==> config.mk <==
export PLATFORM = sky130hd
export DESIGN_NAME = rc_lagrange_up34_flat
export DESIGN_NICKNAME = d
export VERILOG_FILES = /design/src/rtl/rc_lagrange_up34_if.sv /design/src/rtl/rc_lagrange_up34.sv /design/src/flat_wrapper.sv
export SDC_FILE = /design/constraint.sdc
export NUM_CORES = 1
export LEC_CHECK = 0
export ABC_AREA = 0
export CAP_MARGIN = 0
export CORE_AREA = 4 4 238 170
export CTS_BUF_LIST = sky130_fd_sc_hd__clkbuf_4 sky130_fd_sc_hd__clkbuf_8 sky130_fd_sc_hd__clkbuf_16
export CTS_CLUSTER_SIZE = 16
export DETAILED_ROUTE_END_ITERATION = 8
export DIE_AREA = 0 0 242 174
export GPL_TIMING_DRIVEN = 0
export PLACE_DENSITY = 0.69
export SETUP_SLACK_MARGIN = 0.5
export SLEW_MARGIN = 20
export SYNTH_ARGS = -nofsm -noshare
export SYNTH_HDL_FRONTEND = slang
export SYNTH_SLANG_ARGS = --single-unit
==> constraint.sdc <==
create_clock -name clk -period 9.6 [get_ports clk]
set_input_delay 0.96 -clock clk [delete_from_list [all_inputs] [get_ports clk]]
set_output_delay 0.96 -clock clk [all_outputs]
set_load 0.02 [all_outputs]
==> src/rtl/rc_lagrange_up34_if.sv <==
// rtl/rc_lagrange_up34_if.sv - sample/observation bundle for the 3:4 Lagrange up-converter
interface rc_lagrange_up34_if;
  logic signed [7:0] x_in;
  logic [3:0]        count_o;
  logic              ena_in_o;
  logic              y_valid_o;
  logic signed [8:0] f0_o;
  logic signed [8:0] f1_o;
  logic signed [8:0] f2_o;
  logic signed [8:0] f3_o;
  logic signed [8:0] y_out;

  modport master (
    output x_in,
    input  count_o, ena_in_o, y_valid_o, f0_o, f1_o, f2_o, f3_o, y_out
  );

  modport slave (
    input  x_in,
    output count_o, ena_in_o, y_valid_o, f0_o, f1_o, f2_o, f3_o, y_out
  );
endinterface

==> src/rtl/rc_lagrange_up34.sv <==
// rtl/rc_lagrange_up34.sv - rational 3:4 up-converter, 6-tap line feeding 4 cubic-Lagrange phases
module rc_lagrange_up34 #(
  parameter int IL = 2,
  parameter int OL = 3,
  parameter int L  = 5
) (
  input logic              clk,
  input logic              reset,
  rc_lagrange_up34_if.slave bus
);

  logic [3:0]        count;
  logic signed [7:0] ibuf [0:IL];
  logic signed [7:0] x    [0:L];
  logic signed [8:0] f    [0:3];
  logic signed [8:0] obuf [0:OL];

  logic ena_in, ena_x, ena_ld, ena_sh;

  assign ena_in = (count == 4'd0) || (count == 4'd4) || (count == 4'd8);
  assign ena_x  = (count == 4'd11);
  assign ena_ld = (count == 4'd1);
  assign ena_sh = (count == 4'd4) || (count == 4'd7) || (count == 4'd10);

  // Four-tap dot product: 17b products, 19b sum, floor shift, low 9 bits kept.
  function automatic logic signed [8:0] fir4(
    input logic signed [7:0] a, input logic signed [7:0] b,
    input logic signed [7:0] c, input logic signed [7:0] d,
    input logic signed [8:0] ca, input logic signed [8:0] cb,
    input logic signed [8:0] cc, input logic signed [8:0] cd
  );
    logic signed [16:0] pa, pb, pc, pd;
    logic signed [18:0] acc;
    pa  = a * ca;
    pb  = b * cb;
    pc  = c * cc;
    pd  = d * cd;
    acc = {{2{pa[16]}}, pa} + {{2{pb[16]}}, pb} + {{2{pc[16]}}, pc} + {{2{pd[16]}}, pd};
    return 9'(acc >>> 8);
  endfunction

  always_ff @(posedge clk) begin
    if (reset) begin
      count <= 4'd0;
      for (int i = 0; i <= IL; i++) ibuf[i] <= '0;
      for (int i = 0; i <= L; i++)  x[i]    <= '0;
      for (int i = 0; i < 4; i++)   f[i]    <= '0;
      for (int i = 0; i <= OL; i++) obuf[i] <= '0;
    end else begin
      count <= (count == 4'd11) ? 4'd0 : count + 4'd1;

      if (ena_in) begin
        ibuf[0] <= bus.x_in;
        for (int i = 1; i <= IL; i++) ibuf[i] <= ibuf[i-1];
      end

      if (ena_x) begin
        for (int i = 0; i <= IL; i++) begin
          x[i]        <= ibuf[i];
          x[i+IL+1]   <= x[i];
        end
      end

      // x[5] is the oldest tap; phases sit at t = 1.00, 1.75, 2.50, 3.25.
      f[0] <= {x[4][7], x[4]};
      f[1] <= fir4(x[5], x[4], x[3], x[2], -9'sd10, 9'sd70, 9'sd210, -9'sd14);
      f[2] <= fir4(x[4], x[3], x[2], x[1], -9'sd16, 9'sd144, 9'sd144, -9'sd16);
      f[3] <= fir4(x[3], x[2], x[1], x[0], -9'sd14, 9'sd210, 9'sd70, -9'sd10);

      if (ena_ld) begin
        for (int i = 0; i <= OL; i++) obuf[i] <= f[i];
      end else if (ena_sh) begin
        for (int i = 0; i < OL; i++) obuf[i] <= obuf[i+1];
      end
    end
  end

  assign bus.count_o   = count;
  assign bus.ena_in_o  = ena_in;
  assign bus.y_valid_o = (count == 4'd2) || (count == 4'd5) || (count == 4'd8) || (count == 4'd11);
  assign bus.f0_o      = f[0];
  assign bus.f1_o      = f[1];
  assign bus.f2_o      = f[2];
  assign bus.f3_o      = f[3];
  assign bus.y_out     = obuf[0];

endmodule
==> src/flat_wrapper.sv <==
// flat-port wrapper written by rule: the top's interface ports become plain ports
module rc_lagrange_up34_flat 
#(
  parameter int IL = 2,
  parameter int OL = 3,
  parameter int L  = 5
)
  (clk, reset, bus_x_in, bus_count_o, bus_ena_in_o, bus_y_valid_o, bus_f0_o, bus_f1_o, bus_f2_o, bus_f3_o, bus_y_out);
  rc_lagrange_up34_if bus_i ();
  input logic clk;
  input logic reset;
  input wire logic [$bits(bus_i.x_in)-1:0] bus_x_in;
  output wire logic [$bits(bus_i.count_o)-1:0] bus_count_o;
  output wire logic [$bits(bus_i.ena_in_o)-1:0] bus_ena_in_o;
  output wire logic [$bits(bus_i.y_valid_o)-1:0] bus_y_valid_o;
  output wire logic [$bits(bus_i.f0_o)-1:0] bus_f0_o;
  output wire logic [$bits(bus_i.f1_o)-1:0] bus_f1_o;
  output wire logic [$bits(bus_i.f2_o)-1:0] bus_f2_o;
  output wire logic [$bits(bus_i.f3_o)-1:0] bus_f3_o;
  output wire logic [$bits(bus_i.y_out)-1:0] bus_y_out;
  assign bus_i.x_in = bus_x_in;
  assign bus_count_o = bus_i.count_o;
  assign bus_ena_in_o = bus_i.ena_in_o;
  assign bus_y_valid_o = bus_i.y_valid_o;
  assign bus_f0_o = bus_i.f0_o;
  assign bus_f1_o = bus_i.f1_o;
  assign bus_f2_o = bus_i.f2_o;
  assign bus_f3_o = bus_i.f3_o;
  assign bus_y_out = bus_i.y_out;
  rc_lagrange_up34 #(.IL(IL), .OL(OL), .L(L)) u_core (.clk(clk), .reset(reset), .bus(bus_i));
endmodule
==> results by stage <==
Worst setup path:
- The category of the worst setup path capture point is a flip-flop.
- The critical path in this run is classified as reg -> reg.
- The signal arrival time at the worst endpoint is 6.79 ns.
- The capture point of the worst reg-to-reg path is u_core.f[1][7]$_SDFF_PP0_.
- The critical path required time is 9.93 ns.
- Of all nets on the critical path, the largest fanout is 5.
- The worst register-to-register path has a depth of 20.
- Setup slack on the worst reg-to-reg path comes out at 3.15 ns.
- STA classifies the critical path startpoint as a flip-flop.
- In this run the critical register-to-register path is launched from u_core.x[3][1]$_SDFFCE_PN0P_.

Flow run:
- Max-cap violations in this run came to 0.

CTS:
- TritonCTS built the clock tree.
- The largest buffer count on any clock path is 2.
- The number of buffers created by CTS is 17.
- The setup fix buffers added after clock tree synthesis is 0.
- Gates resized during post-CTS repair numbered 0.
- The number of H-tree branching levels is 4.
- The later pin in the worst-skew pair is clocked with a latency of 0.45 ns.
- The number of buffers added to fix hold violations after cts is 0.
- The number of sinks driven by the clock tree is 147.
- After clock tree synthesis, the clock-pin slew on the worst setup and hold paths is 0.07 ns.
- Clock tree synthesis selected as its root buffer the cell sky130_fd_sc_hd__clkbuf_16.

STA:
- The final count of negative-setup-slack endpoints is 0.
- The worst slew slack as a fraction of its limit is 0.379.
- The worst hold slack after final layout is 0.512 ns.
- After routing, the total negative slack on setup checks comes to 0 ns.
- For the pin with the worst max-slew slack, the measured transition is 0.932 ns.
- Subtracting the final worst setup slack from the clock period gives 6.45 ns.
- The post-route worst setup slack is 3.15 ns.
- The hold violation total from the final report came to 0.
- Clock skew on the completed layout was measured at 0.0184 ns.
- The share of the clock period used by the worst path after layout is 0.672.
- Setup repair after global routing left no endpoint under its margin.
- The maximum clock frequency is 155 MHz.
- The count of pins over their slew limit is 0.

Routing:
- The sum of met3 wire segment lengths after detailed routing is 2.42 mm.
- The first detailed-routing pass took 5 iterations.
- The ratio of routed vias to standard cells is 5.14.
- The remaining antenna violation count after routing is 0.
- The initial DRC count is 774.
- The via count is 10,800.
- Detailed routing placed a total of 15.9 mm of wire on met2.
- The detailed router used layers up to and including met4.
- In the routed design, unresolved DRC markers number 0.
- After detailed routing, the average wire length per cell comes to 18.0 um.
- The detailed-route wire length is 38.0 mm.
- The detailed router put a total of 19.2 mm of wire on met1.

Global routing:
- The initial antenna violation count is 1.
- Summed over all layers, the global routing overflow is 0.
- The first global-routing pass estimated 61.2 mm of wire.
- The overall routing resource usage is 0.185.
- The maximum number of pins on one net before global-route repair is 44.
- The number of global-route vias before repair is 11,200.

Synthesis:
- Counting flops with an async set or reset pin after synthesis yields a share of 0.
- In this run, distinct cell masters in the synthesized netlist total 60.
- The sequential area share after synthesis is 0.249.
- The mapped netlist covers 15,900 um^2.
- The average cell area after synthesis is 10.4 um^2.
- The share of Yosys cell area claimed by the top area cell type is 0.230.
- Sorting the synthesized cells by area gives the leading types as sky130_fd_sc_hd__ha_1 (23%), sky130_fd_sc_hd__edfxtp_1 (19%), sky130_fd_sc_hd__fa_1 (17%).
- The biggest area contributor in the post-synthesis netlist is sky130_fd_sc_hd__ha_1.
- The number of flops mapped to enable cells by yosys is 100.
- The main flop type after synthesis is sky130_fd_sc_hd__edfxtp_1.
- The cell count after synthesis came out at 1,524.
- The total number of yosys warnings is 0.
- After synthesis the netlist holds a flip-flop and latch count of 147.
- The number of nets handed over by synthesis was 1,960.

Placed design:
- The count of input and output buffers is 60.
- Prior to clock tree synthesis, the placed netlist has a worst setup slack of 3.18 ns.
- The final estimated routing congestion in global placement is 0.910.
- The HPWL reported at the end of detailed placement is 31.8 mm.

Finish:
- In the final layout, the share of cells above drive strength 1 is 0.0433.
- The final core area utilization is 0.464.
- The leading cell type in the layout, fill and taps excluded is sky130_fd_sc_hd__ha_1.
- The number of antenna diodes in the final layout is 0.
- The number of nets in the layout is 2,040.
- Compared with the post-synthesis result, the final layout area differs by 11.6%.
- In the layout the commonest cells are sky130_fd_sc_hd__ha_1 (291), sky130_fd_sc_hd__inv_1 (255), sky130_fd_sc_hd__fa_1 (135).

Pwr:
- After layout, the design draws a total of 3.87 mW.
- For this design the ratio of total power to cell area is 219 nW/um^2.
- For this design the static power due to leakage is 8.47 nW.
- IR analysis of the VDD net gives a maximum drop of 0.172 mV.

Die:
- After floorplanning, the core was sized to cover 38,100 um^2.
- For this configuration, the core starts out at a cell density of 0.416.
- The die boundary height is 174 um.
- The number of top-level pins is 61.
- The floorplan has 60 rows.
- The area enclosed by the die boundary is 42,100 um^2.
- The width of the die is 242 um.

Status:
- The flow ran to the end, and the final reports show no timing, DRC or antenna violations.

Hold path:
- The startpoint of the lowest-slack hold path is u_core.bus.count_o[0]$_SDFF_PP0_.
- The path with the worst hold slack has its endpoint at u_core.bus.count_o[0]$_SDFF_PP0_.
- The instance count along the most critical hold path is 1.
- The class of the worst hold path is reg -> reg.
## synth_stat cells, drive strengths merged (28+ instances only)
cell,number
xnor2,114
nand2,41
xor2,35
ha,291
o21ai,42
nor2,68
a21oi,66
and2,60
edfxtp,100
fa,135
a22o,28
dfxtp,47
inv,255
## final cells by class
cell class | count | area [um^2]
buffer | 36 | 175
clock buffer | 17 | 425
clock inverter | 14 | 153
fill | 3489 | 20400
inverter | 256 | 962
multi-input combinational | 1085 | 10800
sequential | 147 | 3940
tap | 496 | 621
timing repair buffer | 61 | 621
## routing by layer
layer | vias to the layer above | track usage
met1 | 5302 | 0.281
li1 | 5244 | -
met5 | - | 0
met3 | 33 | 0.0311
met2 | 268 | 0.277
met4 | 0 | 0.0355
## power by group
group / leakage [nW] / internal, mW / total (mW) / switching [mW]
clock: 0.280 / 0.384 / 0.671 / 0.287
combinational: 6.74 / 1.06 / 2.34 / 1.29
sequential: 1.45 / 0.781 / 0.853 / 0.0716
## worst max-delay path by stage
stage / to / depth (start not counted) / slack (ns) / from
final: u_core.f[1][7]$_SDFF_PP0_ / 20 / 3.15 / u_core.x[3][1]$_SDFFCE_PN0P_
after global routing: u_core.f[1][7]$_SDFF_PP0_ / 20 / 2.75 / u_core.x[3][1]$_SDFFCE_PN0P_
after CTS: u_core.f[1][7]$_SDFF_PP0_ / 20 / 3.14 / u_core.x[3][1]$_SDFFCE_PN0P_
after detailed placement: u_core.f[1][7]$_SDFF_PP0_ / 20 / 3.18 / u_core.x[3][1]$_SDFFCE_PN0P_
after global placement: u_core.f[1][7]$_SDFF_PP0_ / 20 / 3.32 / u_core.x[3][1]$_SDFFCE_PN0P_
after floorplan: u_core.f[1][8]$_SDFF_PP0_ / 22 / 3.88 / u_core.x[3][2]$_SDFFCE_PN0P_
## critical path, cell delays in order, from the launching register on
cell and delay (ns):
sky130_fd_sc_hd__edfxtp_1 0.54, sky130_fd_sc_hd__inv_1 0.22, sky130_fd_sc_hd__ha_1 0.38, sky130_fd_sc_hd__ha_1 0.32
sky130_fd_sc_hd__fa_1 0.48, sky130_fd_sc_hd__ha_1 0.33, sky130_fd_sc_hd__inv_1 0.07, sky130_fd_sc_hd__fa_1 0.53
sky130_fd_sc_hd__inv_1 0.05, sky130_fd_sc_hd__fa_1 0.49, sky130_fd_sc_hd__inv_1 0.05, sky130_fd_sc_hd__fa_1 0.54
sky130_fd_sc_hd__inv_1 0.05, sky130_fd_sc_hd__ha_1 0.29, sky130_fd_sc_hd__nand3_1 0.07, sky130_fd_sc_hd__o21ai_0 0.48
sky130_fd_sc_hd__o311ai_0 0.23, sky130_fd_sc_hd__o21ai_0 0.49, sky130_fd_sc_hd__a21oi_1 0.19, sky130_fd_sc_hd__o21bai_1 0.19
sky130_fd_sc_hd__mux2_2 0.35
## state kept, by name, indices dropped and copies added (netlist names)
name	flops
u_core.f	35
u_core.x	48
u_core.ibuf	24
u_core.bus.count_o	4
u_core.obuf	36
## cell families after synthesis
group                      Yosys count  synth area share
AOI/OAI and AO/OA                  221            0.0920
xor gates and xnor gates           152            0.0875
adders and majority gates          426             0.400
buffers and inverters              292            0.0717
DFF                                147             0.249
muxes                               16            0.0110
and+or+nand+nor                    270            0.0889
## metrics by stage
| step | cells | instance area [um^2] |
|---|---|---|
| finish | 2112 | 17700 |
| global route | 2112 | 17700 |
| floorplan | 1524 | 15900 |
| detailed placement | 2081 | 17100 |
| CTS | 2112 | 17700 |
| global placement | 2080 | 17100 |
Note: power is estimated with default switching activity, not from simulation.
==> RTL change: new RTL, config.mk and constraints unchanged <==
`OL` is set to 3 in 2 places; all go to 5.
--- a/src/rtl/rc_lagrange_up34.sv
+++ b/src/rtl/rc_lagrange_up34.sv
@@ -2,5 +2,5 @@
 module rc_lagrange_up34 #(
   parameter int IL = 2,
-  parameter int OL = 3,
+  parameter int OL = 5,
   parameter int L  = 5
 ) (
--- a/src/flat_wrapper.sv
+++ b/src/flat_wrapper.sv
@@ -3,5 +3,5 @@
 #(
   parameter int IL = 2,
-  parameter int OL = 3,
+  parameter int OL = 5,
   parameter int L  = 5
 )
Formal check against the unedited RTL: no difference found for any inputs over 10 cycles, from zero or initial values; that may be too few to reach the edited logic, so the function may still have changed.
==> RTL change against the original RTL <==
Area after synthesis grew 5.1%. Highest routed layer is now met5. Routed wire length up 5.2%. Cell area increased by 5.0%. Non-clock buffer count grew 5. Power rose by 5.7%. Worst setup slack worse by 0.30 ns. Sequential cell count increased by 18. Via count is 4.6% higher.
==> RTL change: results (changes against the original RTL) <==
The routability congestion estimate was 0.902 (was 0.910). The leakage dissipation came to 0.00880 uW (was 0.00847 uW). The number of nets at the end of the flow came out at 2109 (was 2040).

The count of flip-flops with a built-in enable after synthesis is 118 (was 100). The count of unique library cells instantiated by Yosys came out at 75 (was 60). The share of layout cells above drive strength 1 is 4.39% (was 4.33%). The per-cell routed wire length came out at 18.3 um (was 18.0 um). The largest clock skew in the final design came out at 0.0139 ns (was 0.0184 ns). The worst relative slew slack is 35.3% (was 37.9%). The number of filler cells placed in the layout was 3458 (was 3489). Synth top cells by count: ha_1 (291), inv_1 (260), fa_1 (135) (was ha_1 (291), inv_1 (255), fa_1 (135)). The combined global-route utilization of all metal layers came to 19.4% (was 18.5%). The routed length on met2 came to 17100 um (was 15900 um). Top area cells in the synthesized netlist: ha_1 (22%), edfxtp_1 (21%), fa_1 (16%) (was ha_1 (23%), edfxtp_1 (19%), fa_1 (17%)). Status: complete, no violations (unchanged). The register-to-register setup slack is 2.85 ns (was 3.15 ns). The violation count after the first detailed-route iteration is 870 (was 774). The capturing point of the worst reg2reg path is u_core.f[1][8] (was u_core.f[1][7]).

The wire length of the first global-routing pass came out at 63900 um (was 61200 um). The worst setup slack after placement is 2.89 ns (was 3.18 ns). The via count came out at 11300 (was 10800).

The pin count of the biggest net entering global routing is 36 (was 44). The mean post-synth cell area came out at 10.5 um2 (was 10.4 um2). The synthesized net count came out at 2027 (was 1960). The number of global-route vias before repair is 11500 (was 11200). The worst endpoint data arrival time came to 7.07 ns (was 6.79 ns).
-- RTL change: worst max-delay path, delay by kind of cell (launching register included) --
kind                       cells  cell delay [ns]
AOI/OAI and AO/OA              8             1.64
xor gates and xnor gates       2             0.71
adders and majority gates      8             3.07
buffers and inverters          2             0.35
DFF                            1             0.54
and+or+nand+nor                3             0.31
-- RTL change: worst max path at each step --
stage                         from        endpoint  slack, ns  depth (start not counted)
CTS                 u_core.x[3][1]  u_core.f[1][8]       2.85                         23
finish              u_core.x[3][1]  u_core.f[1][8]       2.85                         23
global placement    u_core.x[3][1]  u_core.f[1][8]       2.98                         23
floorplan           u_core.x[2][0]  u_core.f[3][8]       3.84                         20
detailed placement  u_core.x[3][1]  u_core.f[1][8]       2.89                         23
global route        u_core.x[2][0]  u_core.f[3][8]       2.58                         20
-- RTL change: area by class of cell --
cell class | count | area share (%)
Inverter | 262 | 5.30
Timing Repair Buffer | 63 | 3.53
Sequential cell | 165 | 24.1
Clock inverter | 15 | 1.08
Multi-Input combinational cell | 1125 | 59.3
Tap cell | 496 | 3.34
Buffer | 39 | 0.990
Clock buffer | 17 | 2.29
-- RTL change: logic make-up after synthesis --
logic type | after synthesis | synth area share [%]
compound gates | 226 | 9.83
simple gates | 316 | 9.62
buf+inv | 301 | 7.01
mux | 9 | 0.571
xor+xnor | 148 | 7.95
flops | 165 | 26.9
fa+ha+maj | 426 | 38.1
-- RTL change: power by group through the flow --
stage          sequential [uW]  clock [uW]  combinational [uW]
3_3_place_gp               967           0                2340
2_1_floorplan              989           0                1720
4_1_cts                    950         743                2420
3_5_place_dp               966           0                2400
6_report                   949         733                2410
5_1_grt                    958         777                2740
-- RTL change: per-stage QoR --
step                      utilization (%)  cell area, um2  power (uW)
after detailed placement             47.0           17900        3370
after global placement               46.9           17900        3310
after global routing                 48.7           18600        4470
after floorplan                         -           16700        2710
after CTS                            48.7           18600        4110
final                                48.7           18600        4090
-- RTL change: metal layers --
metal  track usage (%)  vias up
li1                  -     5519
met1              28.8     5501
met2              29.2      271
met3              3.42       51
met4              4.93        2
met5                 0        -
